[src/rtl/mips_mem_bus.sv]
// Memory-side terminator for the multicycle MIPS core's load/store port.
// Word accesses go to a synchronous data RAM or to LED/SW/CYCLES MMIO registers.
module mips_mem_bus #(
  parameter int          RAM_AW    = 10,
  parameter logic [31:0] RAM_BASE  = 32'h0000_2000,
  parameter logic [31:0] MMIO_BASE = 32'h0000_4000
) (
  input  logic              clk,
  input  logic              rst,
  input  logic              mem_req,
  input  logic              mem_we,
  input  logic [31:0]       mem_addr,
  input  logic [31:0]       mem_wdata,
  output logic [31:0]       mem_rdata,
  output logic              mem_ready,
  output logic              mem_fault,
  output logic [RAM_AW-1:0] ram_addr,
  output logic              ram_we,
  output logic [31:0]       ram_wdata,
  input  logic [31:0]       ram_rdata,
  input  logic [15:0]       sw_in,
  output logic [15:0]       led_out
);

  // state  | meaning
  // IDLE   | waiting for mem_req; request latched and decoded on accept
  // ACCESS | RAM address/strobe driven, MMIO read sampled or store committed
  // RDWAIT | registered RAM data arriving, captured into rdata
  // DONE   | one-cycle mem_ready with rdata and fault
  typedef enum logic [1:0] {IDLE, ACCESS, RDWAIT, DONE} state_t;
  typedef enum logic [2:0] {K_RAM, K_LED, K_SW, K_CYC, K_FAULT} kind_t;

  localparam logic [32:0] RAM_END = {1'b0, RAM_BASE} + (33'd4 << RAM_AW);

  state_t            state_q, state_d;
  kind_t             kind_q, kind_d;
  logic              we_q, we_d;
  logic [31:0]       wdata_q, wdata_d;
  logic [RAM_AW-1:0] ram_addr_q, ram_addr_d;
  logic [31:0]       rdata_q, rdata_d;
  logic [15:0]       led_q, led_d;
  logic [31:0]       cyc_q, cyc_d;
  logic [15:0]       sw_meta_q, sw_meta_d;
  logic [15:0]       sw_sync_q, sw_sync_d;

  logic [31:0]       ram_off;
  logic              ram_hit;
  kind_t             kind_dec;
  logic              unused_off;

  always_comb begin
    ram_off  = mem_addr - RAM_BASE;
    ram_hit  = (mem_addr >= RAM_BASE) && ({1'b0, mem_addr} < RAM_END);
    kind_dec = K_FAULT;
    if (mem_addr[1:0] != 2'b00)               kind_dec = K_FAULT;
    else if (ram_hit)                         kind_dec = K_RAM;
    else if (mem_addr == MMIO_BASE)           kind_dec = K_LED;
    else if (mem_addr == MMIO_BASE + 32'd4)   kind_dec = K_SW;
    else if (mem_addr == MMIO_BASE + 32'd8)   kind_dec = K_CYC;
  end

  // Only the in-range word index of the RAM offset is meaningful.
  assign unused_off = ^{ram_off[31:RAM_AW+2], ram_off[1:0]};

  always_comb begin
    state_d    = state_q;
    kind_d     = kind_q;
    we_d       = we_q;
    wdata_d    = wdata_q;
    ram_addr_d = ram_addr_q;
    rdata_d    = rdata_q;
    led_d      = led_q;
    cyc_d      = cyc_q + 32'd1;
    sw_meta_d  = sw_in;
    sw_sync_d  = sw_meta_q;

    case (state_q)
      IDLE: begin
        if (mem_req) begin
          kind_d     = kind_dec;
          we_d       = mem_we;
          wdata_d    = mem_wdata;
          ram_addr_d = ram_off[RAM_AW+1:2];
          rdata_d    = '0;
          state_d    = ACCESS;
        end
      end
      ACCESS: begin
        rdata_d = '0;
        state_d = DONE;
        if (kind_q == K_RAM && !we_q) begin
          state_d = RDWAIT;
        end else if (we_q) begin
          if (kind_q == K_LED) led_d = wdata_q[15:0];
          // A CYCLES store wins over this cycle's increment.
          if (kind_q == K_CYC) cyc_d = '0;
        end else begin
          case (kind_q)
            K_LED:   rdata_d = {16'b0, led_q};
            K_SW:    rdata_d = {16'b0, sw_sync_q};
            K_CYC:   rdata_d = cyc_q;
            default: rdata_d = '0;
          endcase
        end
      end
      RDWAIT: begin
        rdata_d = ram_rdata;
        state_d = DONE;
      end
      DONE: begin
        state_d = IDLE;
      end
      default: state_d = IDLE;
    endcase
  end

  always_ff @(posedge clk) begin
    if (!rst) begin
      state_q    <= IDLE;
      kind_q     <= K_FAULT;
      we_q       <= 1'b0;
      wdata_q    <= '0;
      ram_addr_q <= '0;
      rdata_q    <= '0;
      led_q      <= '0;
      cyc_q      <= '0;
      sw_meta_q  <= '0;
      sw_sync_q  <= '0;
    end else begin
      state_q    <= state_d;
      kind_q     <= kind_d;
      we_q       <= we_d;
      wdata_q    <= wdata_d;
      ram_addr_q <= ram_addr_d;
      rdata_q    <= rdata_d;
      led_q      <= led_d;
      cyc_q      <= cyc_d;
      sw_meta_q  <= sw_meta_d;
      sw_sync_q  <= sw_sync_d;
    end
  end

  assign mem_ready = (state_q == DONE);
  assign mem_fault = (state_q == DONE) && (kind_q == K_FAULT);
  assign mem_rdata = (state_q == DONE) ? rdata_q : 32'd0;
  assign ram_addr  = ram_addr_q;
  assign ram_wdata = wdata_q;
  // Gated by rst so a store caught in ACCESS is not written at the reset edge.
  assign ram_we    = rst && (state_q == ACCESS) && (kind_q == K_RAM) && we_q;
  assign led_out   = led_q;

endmodule

[config.mk]
export PLATFORM = sky130hd
export DESIGN_NAME = mips_mem_bus
export DESIGN_NICKNAME = d
export VERILOG_FILES = /design/src/rtl/mips_mem_bus.sv
export SDC_FILE = /design/constraint.sdc
export NUM_CORES = 1
export LEC_CHECK = 0
export BUFFER_PORTS_ARGS = -buffer_cell sky130_fd_sc_hd__clkbuf_2
export CORE_MARGIN = 4
export CORE_UTILIZATION = 30
export DETAILED_ROUTE_END_ITERATION = 8
export PLACE_DENSITY_LB_ADDON = 0.08
export SLEW_MARGIN = 20
export SYNTH_ARGS = -nofsm -noshare
export SYNTH_HDL_FRONTEND = slang
export SYNTH_SLANG_ARGS = --single-unit
[constraint.sdc]
create_clock -name clk -period 4.8 [get_ports clk]
set_input_delay 0 -clock clk [delete_from_list [all_inputs] [get_ports clk]]
set_output_delay 0 -clock clk [all_outputs]
set_load 0.05 [all_outputs]
# --- After elaboration in Yosys (flattened, before gate mapping) ---
# Cells that the tools add are included.
totals:
  elab_cells: 58
  reg_bits: 160
  mem_bits_ro: 0
  output_inout_bits: 93
  ram_bits: 0
  input_bits: 116
  n_memories: 0
  latch_bits: 0
op_classes:
  mux: 18
  n_shift: 0
  magnitude_cmp: 2
  add_sub_neg: 2
  n_bitwise: 1
  n_reduce_logical: 14
  eq_ne: 11
  n_div: 0
  mul: 0
ops:
  columns: ["op", "n"]
  rows:
  - ["32-bit 2-to-1 mux", 8]
  - ["32-bit one-hot mux with 3 select lines", 2]
  - ["32-bit by 15-bit equality test with 1-bit output (second input constant)", 3]
  - ["32-bit by 1-bit adder with 32-bit output (second input constant)", 1]
  - ["32-bit by 14-bit greater-or-equal comparator with 1-bit output (second input constant)", 1]
  - ["32-bit by 14-bit less-than comparator with 1-bit output (second input constant)", 1]
  - ["3-bit 2-to-1 mux", 5]
  - ["12-bit by 1-bit subtractor with 12-bit output (second input constant)", 1]
  - ["2-bit one-hot mux with 4 select lines", 1]
  - ["3-bit by 2-bit equality test with 1-bit output (second input constant)", 2]
  - ["1-bit logical AND", 6]
  - ["2-bit equality test (second input constant)", 2]
  - ["2-bit AND reduction", 2]
  - ["4-bit AND reduction", 1]
  - ["3-bit by 1-bit equality test with 1-bit output (second input constant)", 1]
  - ["3-bit equality test (second input constant)", 1]
  - ["3-bit zero test", 1]
  - ["3-bit nonzero test", 1]
  - ["2-bit by 1-bit equality test with 1-bit output (second input constant)", 1]
  - ["2-bit zero test", 1]
  - ["2-bit 2-to-1 mux", 1]
  - ["2-bit != test (second input constant)", 1]
  - ["2-bit nonzero test", 1]
  - ["1-bit zero test", 1]
  - ["2 further kinds", 2]

# --- Depth between registers and ports, before layout ---
# Gate-level depths: netlist of the first run.
logic_depth:
  word_depth: 6
  ltp_mapped: 9
  ltp_nobuf: 6

# --- Worst setup path before layout of the first run ---
# OpenSTA, ideal clock, no wires.
synth_path:
  kind: "register -> register"
  start: "reg state_q[1]"
  end: "reg rdata_q[10]"
  required_ns: 4.726
  slack_ns: 2.609
  arrival_ns: 2.117
  path_stages_with_launch: 8
  synth_period_minus_slack_ns: 2.191
  path_buffers: 3
  setup_ns: 0.074
  cell_sequence: "dfxtp_1 > ha_1 > or3_1 > clkbuf_1 > or3_1 > clkbuf_1 > clkbuf_1 > o21ai_0"
synth_between:
  elab_chain_len: 3
  elab_cells_between_ends: 7
  cone_classes: "eq/ne (3); mux (1); reduce/logical (3)"
synth_rtl:
  columns: ["element", "line_no", "rtl"]
  rows:
  - ["from (decl)", "35", "state_t state_q, state_d;"]
  - ["from (signal assigned)", "130", "state_q <= state_d;"]
  - ["2-bit by 1-bit equality test with 1-bit output, or another cell as far along", "77", "case (state_q)"]
  - ["3-bit nonzero test (no source line) / 2-bit != test (equally long branches)", null, null]
  - ["2-bit AND reduction (no source line)", null, null]
  - ["to (signal assigned)", "135", "rdata_q <= rdata_d;"]
  - ["to (decl)", "40", "logic [31:0] rdata_q, rdata_d;"]
# Parallel ways exist; a longest one is shown, timed or not.
# A chain may end at the register's enable or synchronous reset.

# --- Final worst setup path of the first run ---
layout_path:
  start: "reg state_q[1]"
  end: "reg rdata_q[11]"
# The elaborated chain is that of the path after synthesis.

==> impl_results.md, run 1 <==
* Count of maximum capacitance violations at 0
* Final total negative setup slack at 0 ns
* Highest-count cells in the layout ignoring fill and taps: 208 x clkbuf_2, 160 x dfxtp_1, 121 x nand2_1
* Leak pwr at 3.774 nW
* Aggregate global routing overflow at 0
* Power per cell area at 385.7 nW/µm²
* Part of the Yosys area used for sequential elements at 0.4823
* Post-synth cell types at 43
* Switching fraction of total power at 0.3378
* Endpoint class of the critical path: register
* Outcome: finished clean
* Half-perimeter wire length of the detailed placement result at 14070 µm
* Critical Path Most Common Cell: or3_1
* Dominant delay contributor by cell family on the critical path: simple AND/OR/NAND/NOR gates
* Final Hold Vio Count at 0
* Netlist area before placement at around 6600 µm²
* Share of power burned in registers at 0.409
* Path type of the worst min-delay path: primary input to register
* Count of flip-flops with a built-in enable after synthesis at 0
* Setup repair after global routing missed its margin: false
* Worst path cell trace: inv_1 > ha_1 > nor2b_1 > or3_1 > or3_1 > o21ai_0
* ANT cells at 0
* Total count of max-transition violations in the final report at 0
* Initial antenna violation count at 0
* Internal power at about 0.0024 W
* Register bit count reported by yosys at 160
* Combined area of the multi-input logic cells at roughly 3200 µm²
* Stages on the worst setup path at 6
* Worst slew pin tran at 1.056 ns
* Warnings, synthesis at 0
* Post-route DRC violation count at 0
* Cell area reported after detailed placement at 7915 µm²
* Via count of the first global-routing pass at 6086
* CTS tree: done
* Root cell of the clock tree: clkbuf_16
* Total number of vias at 6110
* Final Critical Period at 2.577 ns
* Number of buffers added by the clock tree synthesis step at 17
* Routed wire length at 20110 µm
* Vertical die dimension at 156.8 µm
* Reg clk slew, reported paths at 0.06 ns
* Top-level port count at around 210
* DIE WIDTH at 156.8 µm
* Area of the die at 24580 µm²
* Worst voltage drop across the vdd grid at 0.2259 mV
* CP max-delay cell: or3_1
* Most area-hungry cell type in the Yosys netlist: dfxtp_1
* Ratio of cells with drive above 1 in the final layout at 0.2694
* Max stage delay on crit path at between 0.6 and 0.7 ns
* Longest Clk Path Bufs at 2
* Predominant post-synthesis flop cell: dfxtp_1
* Post-synthesis average cell area at 9.011 µm²
* Standard cell core area at 21820 µm²
* Syn_nets at 859
* Global-route usage over all layers at 0.1634
* Reg2reg start: state_q[1]
* Setup crit start: state_q[1]
* Post-route cell area at 9463 µm²
* Worst endpoint data arrival time at 2.91 ns
* Required @ worst endpoint at 5.13 ns
* Max transition margin at 0.2958
* End of the worst register-to-register path: rdata_q[11]
* Detail-routed via count per cell at 4.657
* Register cell area after layout at 3203 µm²
* Post-cts resize count at 0
* Net switching power at 0.001233 W
* Worst clock skew at 0.01080 ns
* WL/cell at approximately 15 µm
* CP Capture Point: rdata_q[11]
* Largest net degree at the start of global routing at 99
* First-pass GRT wire length at about 32000 µm
* Clk pwr share at 0.355
* Effective utilization at floorplan at 0.3043
* Layout Cells excl Fill at 1312
* Number of input and output port buffers inserted at about 210
* Number of cells on the worst reg-to-reg path at 6
* Detailed Routing Iterations Pass 1 at 5
* R2R Setup Slk at 2.22 ns
* Gate power share at 0.235
* Crit path launch type: register
* Placed instance count at about 1200
* Crit share post-route at 0.5368
* Number of nets still failing antenna checks after routing at 0
* Clock sink count at 160
* Setup violators final at 0
* Share of flip-flops with an asynchronous set or reset at 0
* CTS H-Tree Depth at 4
* Area fraction of the dominant cell type after synthesis at 0.4823
* Worst-Skew Late Latency at approximately 0.42 ns
* Net count of the finished layout at 1141
* Highest fanout seen on the critical path at 17
* Type of the worst setup path: register to register
* Syn Inst Count at 737
* Fill cell instance count of the final layout at about 2200
* Violation count after the first detailed-routing iteration at 272
* Final GP Congestion at between 0.7 and 0.8
* Largest cells by area after synthesis: dfxtp_1 48%, nand2_1 6.8%, and2_1 6.2%, a22oi_1 5.3%, a21boi_0 4.9%
* Area overhead of the layout relative to synthesis at 42.48%
* Max Clk Rate at 0.3881 GHz
* CP bufs+invs at 1
* Most common library cell in the layout ignoring fill and taps: clkbuf_2
* Core Rows at 54
==> state kept, by name (all words and copies together), names as in the netlist <==
name / count
cyc_q: 32
kind_q: 3
led_out: 16
state_q: 2
ram_addr: 10
we_q: 1
rdata_q: 32
ram_wdata: 32
sw_sync_q: 16
sw_meta_q: 16
==> metrics by stage <==
step	hold slack, ns	util	setup WS [ns]	total power (W)
floorplan	0.1032	-	2.609	0.002088
global placement	0.2097	0.3627	2.066	0.002332
detailed placement	0.2108	0.3627	2.034	0.002333
CTS	0.03426	0.4333	2.008	0.003710
global route	0.07108	0.4336	1.995	0.003849
finish	0.05516	0.4336	2.223	0.003649
==> area by class of cell <==
cell class | count | share of cell area
multi-input combinational | 516 | 0.3405
sequential | 160 | 0.3385
clock buffer | 18 | 0.04535
inverter | 8 | 0.003173
tap | 280 | 0.03702
clock inverter | 14 | 0.01388
timing repair buffer | 316 | 0.2216
==> how the worst min path moves through the flow <==
stage | startpoint | to | slack, ns | depth (start not counted)
after floorplan | mem_addr[2] | kind_q[0] | 0.10 | 1
after CTS | mem_addr[14] | kind_q[2] | 0.03 | 4
after global placement | sw_in[7] | sw_meta_q[7] | 0.21 | 2
after detailed placement | sw_in[6] | sw_meta_q[6] | 0.21 | 2
after global routing | mem_req | state_q[1] | 0.07 | 4
final | mem_req | state_q[1] | 0.06 | 4
==> routing by layer <==
layer,up-vias,global-route usage,part of all wire
met3,16,0.05061,0.058
met5,-,0,0
met2,143,0.2715,0.48
met4,0,0.04050,0.011
li1,3136,-,-
met1,2815,0.2076,0.45
==> Yosys cell counts, types with 2 or more instances <==
| cell | n |
|---|---|
| xor2_1 | 9 |
| xnor2_1 | 6 |
| o31ai_1 | 14 |
| a21boi_0 | 43 |
| o21ai_0 | 35 |
| mux2i_1 | 17 |
| nand4_1 | 12 |
| a22oi_1 | 47 |
| nor2b_1 | 20 |
| inv_1 | 8 |
| ha_1 | 6 |
| and2_1 | 66 |
| buf_1 | 5 |
| or3_1 | 5 |
| and4_1 | 3 |
| nor3_1 | 2 |
| nand3_1 | 14 |
| and3_1 | 2 |
| clkbuf_1 | 46 |
| a21oi_1 | 16 |
| nor4_1 | 8 |
| nand2_1 | 121 |
| nor2_1 | 23 |
| dfxtp_1 | 160 |
| nor4b_1 | 2 |
| mux2_2 | 17 |
| or4_1 | 14 |
==> worst register-to-register path, delay by kind of cell, from the launching register on <==
family          cells  cell delay, ns
fa+ha+maj           1            0.20
simple gates        3            1.52
compound gates      1            0.27
buf+inv             1            0.10
flops               1            0.39
==> repair_timing <==
action,CTS,global route
hold buffers,98,0
setup endpoints to repair,0,0
setup buffers,0,0
hold endpoints to repair,94,0
==> power by group through the flow <==
stage,Sequential [W],Combinational (W),Clock (W)
floorplan,0.00173,0.000357,0
global placement,0.00152,0.000809,0
detailed placement,0.00152,0.000808,0
CTS,0.00149,0.000870,0.00134
global route,0.00151,0.000942,0.00140
finish,0.00149,0.000859,0.00130
==> kinds of logic (layout without fill, tap and decap cells) <==
group                      count (synthesis)  count (layout)  share of synthesized area
muxes                                     34              34                    0.05445
xor gates and xnor gates                  15              15                    0.01978
buffers and inverters                     61             356                    0.03580
adders and majority gates                  6               6                    0.01130
DFF                                      160             160                     0.4823
and+or+nand+nor                          300             300                     0.2334
AOI/OAI and AO/OA                        161             161                     0.1630
(Power assumes the default switching activity.)
==> inputs of run 2 (changes only) <==
==> constraint.sdc (replaced) <==
create_clock -name clk -period 2.2 [get_ports clk]
set_input_delay 0 -clock clk [delete_from_list [all_inputs] [get_ports clk]]
set_output_delay 0 -clock clk [all_outputs]
set_load 0.05 [all_outputs]
==> impl_results.md, run 2 (synthesis gave the netlist of run 1 again) <==
* Top-level port count at about 210
* Final GP Congestion at 0.7498
* Max Clk Rate at ~0.49 GHz
* Met2 demand-to-capacity share in global routing at 0.2753
* First-pass GRT wire length at 32800 µm
* Core Rows at 54
* Area overhead of the layout relative to synthesis at 44.61%
* WL/cell at ~15 µm
* Largest net degree at the start of global routing at 70
* Grt met3 use at 0.04840
* Met1 GRT Util at 0.2136
* CTS tree: done
* Register cell area after layout at 3203 µm²
* Buffers inserted by post-CTS timing repair at 0
* ANT cells at 0
* DIE WIDTH at 156.8 µm
* Crit path launch type: register
* Final Critical Period at approximately 2 ns
* Clock sink count at 160
* Final Hold Vio Count at 0
* Number of nets still failing antenna checks after routing at 0
* Path type of the worst min-delay path: primary input to register
* Violation count after the first detailed-routing iteration at 218
* Initial antenna violation count at 0
* Worst voltage drop across the vdd grid at 0.4923 mV
* Count of maximum capacitance violations at 0
* Number of cells on the worst reg-to-reg path at 7
* Power per cell area at 854.1 nW/µm²
* Reg clk slew, reported paths at 0.06 ns
* Effective utilization at floorplan at 0.3043
* Final total negative setup slack at 0 ns
* Worst endpoint data arrival time at 2.35 ns
* Worst slew pin tran at 0.7196 ns
* Root cell of the clock tree: clkbuf_16
* Leak pwr at between 3 and 4 nW
* Outcome: finished clean
* Vertical die dimension at 156.8 µm
* Final Power at 0.008203 W
* Required @ worst endpoint at 2.51 ns
* Worst-Skew Late Latency at 0.42 ns
* Via count of the first global-routing pass at 6362
* Net count of the finished layout at between 1000 and 1500
* Longest Clk Path Bufs at 2
* Area of the die at 24580 µm²
* Half-perimeter wire length of the detailed placement result at 14350 µm
* Combined area of the multi-input logic cells at approximately 3200 µm²
* Setup repair after global routing missed its margin: false
* Max transition margin at 0.5181
* Setup violators final at 0
* CTS H-Tree Depth at 4
* Endpoint class of the critical path: register
* Worst clock skew at 0.01113 ns
* Ratio of cells with drive above 1 in the final layout at 0.2787
* Routed wire length at 20430 µm
* Number of buffers added by the clock tree synthesis step at 17
* R2R Setup Slk at 0.15 ns
* Most common library cell in the layout ignoring fill and taps: clkbuf_2
* Total number of vias at 6116
* Detailed Routing Iterations Pass 1 at 4
* Highest-count cells in the layout ignoring fill and taps: 208 x clkbuf_2, 160 x dfxtp_1, 121 x nand2_1
* Detail-routed via count per cell at between 4 and 5
* Busiest layer in global routing: met2
* Post-route DRC violation count at 0
* Number of input and output port buffers inserted at around 210
* Fill cell instance count of the final layout at 2201
* Global-route usage over all layers at 0.1672
* Standard cell core area at between 20000 and 25000 µm²
* Type of the worst setup path: register to register
* Highest fanout seen on the critical path at 46
* Aggregate global routing overflow at 0
* Total count of max-transition violations in the final report at 0
* Crit share post-route at 0.9309
* Count of cells along the worst hold path at 4
-- run 2: worst paths after layout --
check                      end          from
setup / recovery     kind_q[2]    state_q[1]
hold / removal       kind_q[1]  mem_addr[23]
hold reg to reg   sw_sync_q[5]  sw_meta_q[5]
setup reg to reg     kind_q[2]    state_q[1]
-- run 2: where the power goes --
| part | internal [W] | total (W) | switching (W) |
|---|---|---|---|
| Clock | 0.00172 | 0.00299 | 0.00127 |
| Sequential | 0.00312 | 0.00326 | 0.000136 |
| Combinational | 0.000629 | 0.00195 | 0.00132 |
-- run 2: critical path, cell delays in order (launching register included) --
cell and delay [ns]:
dfxtp_1 0.39, inv_1 0.10, ha_1 0.21, nand2_1 0.17
buf_12 0.26, nand2_1 0.08, o22a_1 0.20, dlygate4sd3_1 0.54
-- run 2: what timing repair did --
item                       in CTS  in global routing
hold buffers                   98                  0
gates resized for setup         0                  2
setup endpoints to repair       0                  2
hold endpoints to repair       94                  0
-- run 2: metal layers --
layer  part of all wire  wire [µm]
met1               0.45       9265
met2               0.47       9679
met3              0.059       1197
met4              0.014        287
met5                  0          0
-- run 2: final cells by class --
class	instances	area share
multi-input cells	516	0.3357
flip-flops and latches	160	0.3335
repair buffers	329	0.2298
clock buffers	18	0.04573
well taps	280	0.03648
clock inverters	13	0.01563
inverters	8	0.003127
-- run 2: per-stage QoR --
| stage | area [µm²] | setup WS [ns] | std cells | hold WS [ns] | utilization |
|---|---|---|---|---|---|
| floorplan | 6641 | 0.008884 | 737 | 0.1032 | - |
| global placement | 8025 | 0.1882 | 1195 | 0.2096 | 0.3677 |
| detailed placement | 8028 | 0.1732 | 1195 | 0.2094 | 0.3678 |
| CTS | 9598 | 0.05983 | 1324 | 0.001546 | 0.4398 |
| global route | 9604 | 0.0007483 | 1324 | 0.01957 | 0.4401 |
| finish | 9604 | 0.1521 | 1324 | 0.01267 | 0.4401 |
==> inputs of run 3 (changes only) <==
--- a/config.mk
+++ b/config.mk
@@ -5,12 +5,14 @@
 export SDC_FILE = /design/constraint.sdc
 export NUM_CORES = 1
 export LEC_CHECK = 0
+export ABC_AREA = 1
 export BUFFER_PORTS_ARGS = -buffer_cell sky130_fd_sc_hd__clkbuf_2
 export CORE_MARGIN = 4
 export CORE_UTILIZATION = 30
 export DETAILED_ROUTE_END_ITERATION = 8
 export PLACE_DENSITY_LB_ADDON = 0.08
-export SLEW_MARGIN = 20
+export REMOVE_ABC_BUFFERS = 1
+export SLEW_MARGIN = 10
 export SYNTH_ARGS = -nofsm -noshare
 export SYNTH_HDL_FRONTEND = slang
 export SYNTH_SLANG_ARGS = --single-unit
==> impl_results.md, run 3 <==
* Outcome: finished clean
* Post-synth cell types at 32
* Initial antenna violation count at 0
* Syn Inst Count at about 1100
* Final total negative setup slack at 0 ns
* Setup violators final at 0
* Count of cells along the worst hold path at 5
* Reg clk slew, reported paths at 0.07 ns
* DIE WIDTH at 162.0 µm
* ANT cells at 0
* Predominant post-synthesis flop cell: dfxtp_1
* Most common library cell in the layout ignoring fill and taps: nand2_1
* Cell with the most instances after synthesis: nand2_1
* Reg2reg start: cyc_q[0]
* Area of the die at 26240 µm²
* Post-synthesis share of cell area spent on and, or, nand and nor gates at 0.3170
* Worst clock skew at 0.01350 ns
* CTS H-Tree Depth at 4
* Effective utilization at floorplan at 0.3039
* Most frequent cells after synthesis: 311 x nand2_1, 181 x nor2_1, 160 x dfxtp_1
* Post-synthesis xor/xnor area fraction at 0.01354
* Worst voltage drop across the vdd grid at 0.5866 mV
* Root cell of the clock tree: clkbuf_16
* Global-route usage over all layers at 0.1753
* Largest net degree at the start of global routing at just over 90
* Start point of the worst min-delay path: ram_rdata[13]
* Share of flip-flops with an asynchronous set or reset at 0
* Highest fanout seen on the critical path at 26
* Crit path launch type: register
* Power per cell area at approximately 920 nW/µm²
* Max transition margin at 0.4462
* Cell area reported after detailed placement at 8483 µm²
* Hold path endpoint: rdata_q[13]
* Total number of vias at 7294
* Post-route DRC violation count at 0
* Leak pwr at roughly 4.7 nW
* Worst endpoint data arrival time at 2.00 ns
* Vertical die dimension at 162.0 µm
* Setup repair after global routing missed its margin: false
* Fill cell instance count of the final layout at 2539
* Longest Clk Path Bufs at 2
* Crit share post-route at 0.9098
* Warnings, synthesis at 0
* Detailed Routing Iterations Pass 1 at 5
* Largest cells by area after synthesis: dfxtp_1 45%, nand2_1 16%, nor2_1 9.6%, inv_1 6.0%, o21ai_0 5.0%
* End of the worst register-to-register path: cyc_q[16]
* Number of nets still failing antenna checks after routing at 0
* Post-route cell area at 10030 µm²
* Worst slew pin tran at 0.8306 ns
* Number of input and output port buffers inserted at 208
* Top-level port count at roughly 210
* Register bit count reported by yosys at between 150 and 200
* Required @ worst endpoint at 2.20 ns
* Max Clk Rate at 0.4996 GHz
* Count of flip-flops with a built-in enable after synthesis at 0
* Via count of the first global-routing pass at 7341
* Synth Area in Adders at 0.01055
* R2R Setup Slk at between 0.3 and 0.4 ns
* Area overhead of the layout relative to synthesis at 41.06%
* Final GP Congestion at 0.8420
* Type of the worst setup path: register to output port
* First-pass GRT wire length at between 30000 and 40000 µm
* Aggregate global routing overflow at 0
* Dominant combinational cell family by area after synthesis: simple AND/OR/NAND/NOR gates
* Endpoint class of the critical path: output port
* Multiplexer fraction of the synthesized cell area at 0
* Final Power at 0.009184 W
* Clock sink count at 160
* Core Rows at 56
* Ratio of cells with drive above 1 in the final layout at 0.2087
* Worst hold margin at 0.008148 ns
* Path type of the worst min-delay path: primary input to register
* CTS tree: done
* Netlist area before placement at 7113 µm²
* Highest-count cells in the layout ignoring fill and taps: 311 x nand2_1, 207 x clkbuf_2, 180 x nor2_1
* Number of cells on the worst reg-to-reg path at 7
* Post-synthesis average cell area at 6.755 µm²
* Net count of the finished layout at 1465
* Routed wire length at 23020 µm
* Total count of max-transition violations in the final report at 0
* Area fraction of the dominant cell type after synthesis at 0.4503
* Final Critical Period at 2.002 ns
* Compound-Gate Fraction of Synth Area at 0.1177
* Most area-hungry cell type in the Yosys netlist: dfxtp_1
* Violation count after the first detailed-routing iteration at 363
* Half-perimeter wire length of the detailed placement result at roughly 17000 µm
* Worst-Skew Late Latency at ~0.43 ns
* WL/cell at 13.74 µm
* Detail-routed via count per cell at 4.355
* Standard cell core area at 23400 µm²
* Number of buffers added by the clock tree synthesis step at 17
* Count of maximum capacitance violations at 0
* Final Hold Vio Count at 0
* Part of the Yosys area used for sequential elements at 0.4503
* Buffers inserted by post-CTS timing repair at 0
## run 3: changes by cell type in the layout (fill, tap and decap cells not counted), sizes merged, moves of 16 or more
| cell | change |
|---|---|
| or4 | -16 |
| a22oi | -47 |
| nor2 | +161 |
| o21ai | +45 |
| nor3 | +20 |
| mux2 | -17 |
| inv | +112 |
| and2 | -64 |
| nand2 | +191 |
| nor2b | -20 |
| a21oi | +41 |
| a21boi | -43 |
| mux2i | -17 |
## run 3: worst max path at each step
stage                     slack (ns)            to       start
final                           0.20  mem_rdata[6]  state_q[0]
after global placement          0.41    led_out[3]   kind_q[0]
after CTS                       0.03  mem_rdata[6]  state_q[0]
after global routing            0.04  mem_rdata[6]  state_q[0]
after detailed placement        0.35     cyc_q[16]    cyc_q[0]
after floorplan                -0.46     mem_fault  state_q[0]
## run 3: area by class of cell
| class | instances | area [µm²] | share of cell area |
|---|---|---|---|
| multi-input cells | 729 | 3268 | 0.3257 |
| flip-flops and latches | 160 | 3203 | 0.3192 |
| repair buffers | 316 | 2100 | 0.2093 |
| inverters | 119 | 446.7 | 0.04452 |
| clock buffers | 17 | 425.4 | 0.04240 |
| well taps | 319 | 399.1 | 0.03978 |
| clock inverters | 15 | 191.4 | 0.01908 |
## run 3: routing by layer
| metal | part of all wire | routed length, µm | track usage |
|---|---|---|---|
| met1 | 0.47 | 10800 | 0.2267 |
| met2 | 0.47 | 10830 | 0.2979 |
| met3 | 0.050 | 1162 | 0.04339 |
| met4 | 0.0099 | 229 | 0.03729 |
| met5 | 0 | 0 | 0 |
## run 3: power by group
part / internal (W) / switching, W
Sequential: 0.00322 / 0.000193
Clock: 0.00155 / 0.00147
Combinational: 0.000768 / 0.00198
Total: 0.00554 / 0.00365
## run 3: worst max-delay path: stages (launching register included)
cell      delay [ns]
dfxtp_1         0.41
ha_2            0.35
buf_4           0.34
nand2_1         0.10
inv_1           0.07
clkbuf_2        0.28
## run 3: repair_timing
item                                    4_1_cts  5_1_grt
endpoints found under the setup margin        0       25
endpoints found under the hold margin        93        0
resized for setup                             0        1
hold buffers                                 93        0
## run 3: cells by family after synthesis
kind of cell               Yosys count
DFF                                160
AOI/OAI and AO/OA                  151
adders and majority gates            6
xor gates and xnor gates            11
and+or+nand+nor                    561
buffers and inverters              164
## run 3: per-stage QoR
step                        util  worst slack, ns  cells
after floorplan                -          -0.4581   1008
after global placement    0.3625           0.4051   1550
after detailed placement  0.3625           0.3530   1550
after CTS                 0.4286          0.03425   1675
after global routing      0.4287          0.04043   1675
final                     0.4287           0.1984   1675
